### src/rtl/ifu_pkg.sv
// rtl/ifu_pkg.sv - shared FSM type, defaults and lane helper for the fetch unit
package ifu_pkg;

  typedef enum logic [1:0] {S_IDLE, S_REQ, S_WAIT, S_DROP} fetch_state_e;

  localparam logic [63:0] RESET_PC_DEFAULT = 64'h0000_0000_8000_0000;
  localparam int          INST_W_DEFAULT   = 32;

  // Number of PC bits that pick an instruction lane within one read beat.
  function automatic int lane_idx_w(input int data_w, input int inst_w);
    return $clog2(data_w / inst_w);
  endfunction

endpackage

### src/rtl/ifu_fifo.sv
// rtl/ifu_fifo.sv - synchronous FIFO with flush taking priority over push/pop
module ifu_fifo #(
  parameter int WIDTH = 8,
  parameter int DEPTH = 4,
  localparam int PTR_W = $clog2(DEPTH),
  localparam int CNT_W = PTR_W + 1
) (
  input  logic             clk,
  input  logic             rst,
  input  logic             flush,
  input  logic             push,
  input  logic [WIDTH-1:0] push_data,
  input  logic             pop,
  output logic [WIDTH-1:0] head_data,
  output logic [CNT_W-1:0] count,
  output logic             full,
  output logic             empty
);

  logic [WIDTH-1:0] mem_q [DEPTH];
  logic [WIDTH-1:0] mem_d [DEPTH];
  logic [PTR_W-1:0] wr_ptr_q, wr_ptr_d, rd_ptr_q, rd_ptr_d;
  logic [CNT_W-1:0] count_q, count_d;
  logic             do_push, do_pop;

  assign full      = (count_q == CNT_W'(DEPTH));
  assign empty     = (count_q == '0);
  assign count     = count_q;
  assign head_data = mem_q[rd_ptr_q];

  always_comb begin
    do_push  = push && !full;
    do_pop   = pop && !empty;
    mem_d    = mem_q;
    wr_ptr_d = wr_ptr_q;
    rd_ptr_d = rd_ptr_q;
    count_d  = count_q;
    if (flush) begin
      wr_ptr_d = '0;
      rd_ptr_d = '0;
      count_d  = '0;
    end else begin
      if (do_push) begin
        mem_d[wr_ptr_q] = push_data;
        wr_ptr_d        = wr_ptr_q + PTR_W'(1);
      end
      if (do_pop) rd_ptr_d = rd_ptr_q + PTR_W'(1);
      count_d = count_q + CNT_W'(do_push) - CNT_W'(do_pop);
    end
  end

  always_ff @(posedge clk or negedge rst) begin
    if (!rst) begin
      for (int i = 0; i < DEPTH; i++) mem_q[i] <= '0;
      wr_ptr_q <= '0;
      rd_ptr_q <= '0;
      count_q  <= '0;
    end else begin
      mem_q    <= mem_d;
      wr_ptr_q <= wr_ptr_d;
      rd_ptr_q <= rd_ptr_d;
      count_q  <= count_d;
    end
  end

endmodule

### src/rtl/ifu_axi_fetch.sv
// rtl/ifu_axi_fetch.sv - AXI-lite instruction fetch with redirect flush and IDU buffer
// Optional IFU_ACCESS_FAULT_EN adds rresp/inst_fault and stalls fetch after a faulting beat.
module ifu_axi_fetch import ifu_pkg::*; #(
  parameter int              PC_W       = 64,
  parameter int              ADDR_W     = 32,
  parameter int              DATA_W     = 64,
  parameter int              INST_W     = INST_W_DEFAULT,
  parameter logic [PC_W-1:0] RESET_PC   = PC_W'(RESET_PC_DEFAULT),
  parameter int              FIFO_DEPTH = 4
) (
  input  logic              clk,
  input  logic              rst,
  input  logic              intr_valid,
  input  logic [PC_W-1:0]   intr_pc,
  input  logic              jump_valid,
  input  logic [PC_W-1:0]   jump_pc,
  output logic              arvalid,
  output logic [ADDR_W-1:0] araddr,
  input  logic              arready,
  input  logic              rvalid,
  input  logic [DATA_W-1:0] rdata,
  output logic              rready,
  output logic [INST_W-1:0] inst_o,
  output logic [PC_W-1:0]   pc_o,
  output logic              ifu_valid,
  input  logic              idu_ready
`ifdef IFU_ACCESS_FAULT_EN
  ,
  input  logic [1:0]        rresp,
  output logic              inst_fault
`endif
);

  localparam int CNT_W  = $clog2(FIFO_DEPTH) + 1;
  localparam int LIDX_W = lane_idx_w(DATA_W, INST_W);
`ifdef IFU_ACCESS_FAULT_EN
  localparam int ENTRY_W = 1 + PC_W + INST_W;
`else
  localparam int ENTRY_W = PC_W + INST_W;
`endif

  fetch_state_e      state_q, state_d;
  logic [PC_W-1:0]   fetch_pc_q, fetch_pc_d;
  logic [ADDR_W-1:0] araddr_q, araddr_d;
  logic              redir_pend_q, redir_pend_d;
  logic              fault_stall_q, fault_stall_d;

  logic              redirect, push, pop, full, empty, beat_fault;
  logic [PC_W-1:0]   target, lane_sel;
  logic [INST_W-1:0] lane_inst, head_inst;
  logic [PC_W-1:0]   head_pc;
  logic [CNT_W-1:0]  count;
  logic [ENTRY_W-1:0] push_data, head_data;

  assign redirect  = intr_valid || jump_valid;
  assign target    = intr_valid ? intr_pc : jump_pc;
  assign lane_sel  = (fetch_pc_q >> 2) & PC_W'((1 << LIDX_W) - 1);
  assign lane_inst = INST_W'(rdata >> (lane_sel * PC_W'(INST_W)));
  // A beat is only kept if no redirect arrives in the same cycle.
  assign push      = (state_q == S_WAIT) && rvalid && !redirect && !full;
  assign pop       = idu_ready && !empty;

`ifdef IFU_ACCESS_FAULT_EN
  logic head_fault;
  assign beat_fault = (rresp != 2'b00);
  assign push_data  = {beat_fault, fetch_pc_q, lane_inst};
  assign {head_fault, head_pc, head_inst} = head_data;
  assign inst_fault = !empty && head_fault;
`else
  assign beat_fault = 1'b0;
  assign push_data  = {fetch_pc_q, lane_inst};
  assign {head_pc, head_inst} = head_data;
`endif

  ifu_fifo #(.WIDTH(ENTRY_W), .DEPTH(FIFO_DEPTH)) u_fifo (
    .clk       (clk),
    .rst       (rst),
    .flush     (redirect),
    .push      (push),
    .push_data (push_data),
    .pop       (pop),
    .head_data (head_data),
    .count     (count),
    .full      (full),
    .empty     (empty)
  );

  always_ff @(posedge clk or negedge rst) begin
    if (!rst) begin
      state_q       <= S_IDLE;
      fetch_pc_q    <= RESET_PC;
      araddr_q      <= '0;
      redir_pend_q  <= 1'b0;
      fault_stall_q <= 1'b0;
    end else begin
      state_q       <= state_d;
      fetch_pc_q    <= fetch_pc_d;
      araddr_q      <= araddr_d;
      redir_pend_q  <= redir_pend_d;
      fault_stall_q <= fault_stall_d;
    end
  end

  always_comb begin
    state_d = state_q;
    case (state_q)
      S_IDLE: if (!redirect && !fault_stall_q && (count < CNT_W'(FIFO_DEPTH))) state_d = S_REQ;
      S_REQ:  if (arready) state_d = (redirect || redir_pend_q) ? S_DROP : S_WAIT;
      S_WAIT: if (rvalid) state_d = S_IDLE; else if (redirect) state_d = S_DROP;
      S_DROP: if (rvalid) state_d = S_IDLE;
      default: state_d = S_IDLE;
    endcase
  end

  always_comb begin
    fetch_pc_d    = fetch_pc_q;
    araddr_d      = araddr_q;
    redir_pend_d  = redir_pend_q;
    fault_stall_d = fault_stall_q;
    // Address is captured once so it stays put even if fetch_pc is redirected mid-REQ.
    if (state_q == S_IDLE && state_d == S_REQ)
      araddr_d = ADDR_W'(fetch_pc_q) & ~ADDR_W'(DATA_W / 8 - 1);
    if (state_q == S_REQ)
      redir_pend_d = arready ? 1'b0 : (redir_pend_q || redirect);
    if (push) begin
      fetch_pc_d = fetch_pc_q + PC_W'(4);
      if (beat_fault) fault_stall_d = 1'b1;
    end
    if (redirect) begin
      fetch_pc_d    = target;
      fault_stall_d = 1'b0;
    end
  end

  always_comb begin
    arvalid   = (state_q == S_REQ);
    rready    = (state_q == S_WAIT) || (state_q == S_DROP);
    araddr    = araddr_q;
    ifu_valid = !empty;
    inst_o    = empty ? '0 : head_inst;
    pc_o      = empty ? '0 : head_pc;
  end

endmodule

### config.mk
export PLATFORM = sky130hd
export DESIGN_NAME = ifu_axi_fetch
export DESIGN_NICKNAME = d
export VERILOG_FILES = /design/src/rtl/ifu_pkg.sv /design/src/rtl/ifu_fifo.sv /design/src/rtl/ifu_axi_fetch.sv
export SDC_FILE = /design/constraint.sdc
export NUM_CORES = 1
export LEC_CHECK = 0
export CORE_MARGIN = 2
export CORE_UTILIZATION = 55
export DETAILED_ROUTE_END_ITERATION = 10
export PLACE_DENSITY_LB_ADDON = 0.3
export REMOVE_ABC_BUFFERS = 1
export SLEW_MARGIN = 30
export SYNTH_ARGS = -nofsm -noshare
export SYNTH_HDL_FRONTEND = slang
export SYNTH_SLANG_ARGS = --single-unit
### constraint.sdc
create_clock -name clk -period 3.1 [get_ports clk]
set_input_delay 0.465 -clock clk [delete_from_list [all_inputs] [get_ports clk]]
set_output_delay 0.465 -clock clk [all_outputs]
set_load 0.005 [all_outputs]
==> metrics.txt <==
WL/cell 22.29 microns; post-synthesis sequential element count 487; crit start category flip-flop; Setup TNS Final 0 ps; critical path type reg -> out; Slew Limit Fails 0; count of final hold-check violations 0; CTS Buf Count between 50 and 60; Iter 0 DRT Violations 1364; Place WS ~230 ps; Post-synth ARST share between 90% and 100%; DRC errors left 0; Initial Util ~56%; # fillers between 2000 and 3000; commonest non-fill, non-tap cell in the layout dfrtp_1; Tcrit/Tclk final a little over nine tenths; Multi-input gate area 10560 sq um; number of global-route vias before repair between 15000 and 20000; worst skew pair latency a little under 600 ps; Hold Slack roughly 440 ps; Hold/Removal Path Class in -> reg; Leak ~0.013 uW; CTS Buffer Depth 3; Vias 17242; Syn Area/Cell ~12 sq um; Routed WL 63480 microns; CP max FO 8; hpwl dp 41130 microns; Syn-to-layout area delta 25.19%; initial antenna violation count 1; Cell Area, Synth between 20000 and 25000 sq um; placeable core area between 40000 and 50000 sq um; GP Congestion around 0.85; IO Count 330; nets@finish ~2500; share of cells above drive strength 1 approximately 22%; Worst setup EP type output pin; fin crit period just over 3000 ps; CP Cell Sequence buf_12 > buf_16 > mux4_2 > and2_1 > clkdlybuf4s50_1; vias per inst ~6.1; EDFF count, synth 0; Post-DP Area 27480 sq um; antenna viol nets, final 0; first-pass GRT wire length roughly 100000 microns; commonest non-fill, non-tap cells in the layout dfrtp_1 (483), clkdlybuf4s50_1 (308), nand2_1 (249); P per Cell Area roughly 600 nW/um^2; total of max-cap violations 0; n_diodes 0; worst vdd ir roughly 0.46 mV; number of core rows between 70 and 80; DIE HEIGHT between 200 and 250 microns; chip width around 210 microns; grt total ovfl 0; largest net degree at the start of global routing 106; main flop type after synthesis dfrtp_1; CTS tree yes; Critical Path AT roughly 2600 ps; CP max stage delay roughly 500 ps; final worst slack 69.10 ps; first-pass iteration count of the detailed router 6; total power about 18000 uW; Rel. slew slack approximately 43%; WP data required ~2600 ps; final instance area approximately 30000 sq um; worst path bufs/invs 3; Setup Viol. Count Final 0; H-Tree Depth 2; FMAX roughly 330 MHz; CTS sink cnt 487; register area approximately 12000 sq um; outcome finished clean; Slew @ Worst Pin around 860 ps; Clock Skew around 17 ps; clk root buf clkbuf_16; cells after synthesis between 1500 and 2000; total track usage 28.94%; post-synthesis cell type count 70; CP delay by family, top buffers and inverters; slowest CP cell mux4_2; Reg clk slew, reported paths 60 ps; sequential fraction of the synthesis area between 50% and 60%; Die ar. between 40000 and 50000 sq um; Yosys Warn Count 0; PortBufs between 300 and 400
[sequential cells by signal (all words and copies together) (netlist names)]
register / count
u_fifo.mem_q: 384
fetch_pc_q: 64
u_fifo.rd_ptr_q: 2
u_fifo.count: 3
u_fifo.wr_ptr_q: 2
redir_pend_q: 1
araddr: 29
state_q: 2
[cells in the mapped netlist (4+ instances only)]
cell type,number,area (sq um)
mux4_2,96,2162
clkbuf_1,94,352.8
and4_1,8,70.07
ha_1,7,87.58
xor2_1,13,113.9
buf_1,12,45.04
inv_1,18,67.56
nor4_2,4,50.05
mux2_1,13,146.4
a21oi_1,57,285.3
mux2i_1,44,440.4
nand2_1,250,938.4
nor4_1,16,100.1
nand3_1,21,105.1
o21ai_0,201,1006
a2bb2oi_1,5,43.79
nor2_1,45,168.9
a221o_1,4,40.04
and3_1,20,125.1
nor2b_1,13,81.33
nand2b_1,8,50.05
clkbuf_2,6,30.03
and2_1,101,631.9
o31a_1,5,43.79
o31ai_1,8,60.06
nand4_1,18,112.6
nor3_1,17,85.08
a211oi_1,15,112.6
dfrtp_1,486,12160
buf_2,58,290.3
o21ai_1,9,45.04
mux2_2,237,2669
xnor2_1,27,236.5
buf_4,7,52.55
[worst reg2reg max path, stage by stage (launching register included)]
cell and delay [ps]:
dfrtp_1 620, nand4_4 160, nor4_1 610, nand4_1 180, buf_4 260, nor3_1 470, a211oi_1 160, a211oi_1 230
[cell type report]
cell class / instances / share of cell area [%]
clock buffer: 79 / 5.276
clock inverter: 12 / 0.7476
inverter: 18 / 0.2294
multi-input combinational: 1317 / 35.85
sequential: 487 / 41.41
tap: 539 / 2.290
timing repair buffer: 396 / 14.20
[per-layer routing]
layer	vias up	share of wire [%]	global-route usage (%)
met5	-	0	0
met4	0	2.7	9.106
met3	130	6.8	5.114
met2	651	49	47.47
met1	8792	42	39.73
li1	7669	-	-
[per-stage QoR]
stage	cells	utilization (%)
global placement	2746	65.36
CTS	2844	69.89
finish	2848	70.06
detailed placement	2746	65.36
floorplan	1822	-
global route	2848	70.06
[worst paths after layout]
kind                                                 from                            end  slack [ps]  cells after the start
min reg2reg                 u_fifo.mem_q[295]$_DFFE_PN0P_  u_fifo.mem_q[295]$_DFFE_PN0P_         480                      2
min in group asynchronous                             rst  u_fifo.mem_q[317]$_DFFE_PN0P_         470                      2
max in group asynchronous                             rst   u_fifo.mem_q[67]$_DFFE_PN0P_        1600                      4
min                                           intr_pc[16]     fetch_pc_q[16]$_DFFE_PN0P_         440                      3
max reg2reg                    fetch_pc_q[20]$_DFFE_PN0P_     fetch_pc_q[33]$_DFFE_PN0P_         310                      7
max                        u_fifo.rd_ptr_q[0]$_DFFE_PN0P_                       pc_o[31]          70                      5
[power by group]
part	leakage, uW	switching [uW]	total (uW)	internal, uW
clock network	0.000873	2470	6400	3930
registers	0.00649	692	8000	7310
logic	0.00576	1320	3290	1970
[logic make-up after synthesis]
kind of cell    after synthesis  share of synthesized area [%]
buf+inv                     196                          3.611
flops                       487                          51.80
compound gates              330                          7.903
other cells                   1                        0.01594
simple gates                546                          11.69
fa+ha+maj                     8                         0.4573
xor+xnor                     40                          1.489
mux                         390                          23.03
[timing repair]
action,4_1_cts,5_1_grt
hold buffers,1,0
buffers inserted,4,2
endpoints found under the hold margin,69,0
endpoints found under the setup margin,96,37
resized for setup,19,4
gates cloned,2,2
Power figures use the tool's default switching activity.
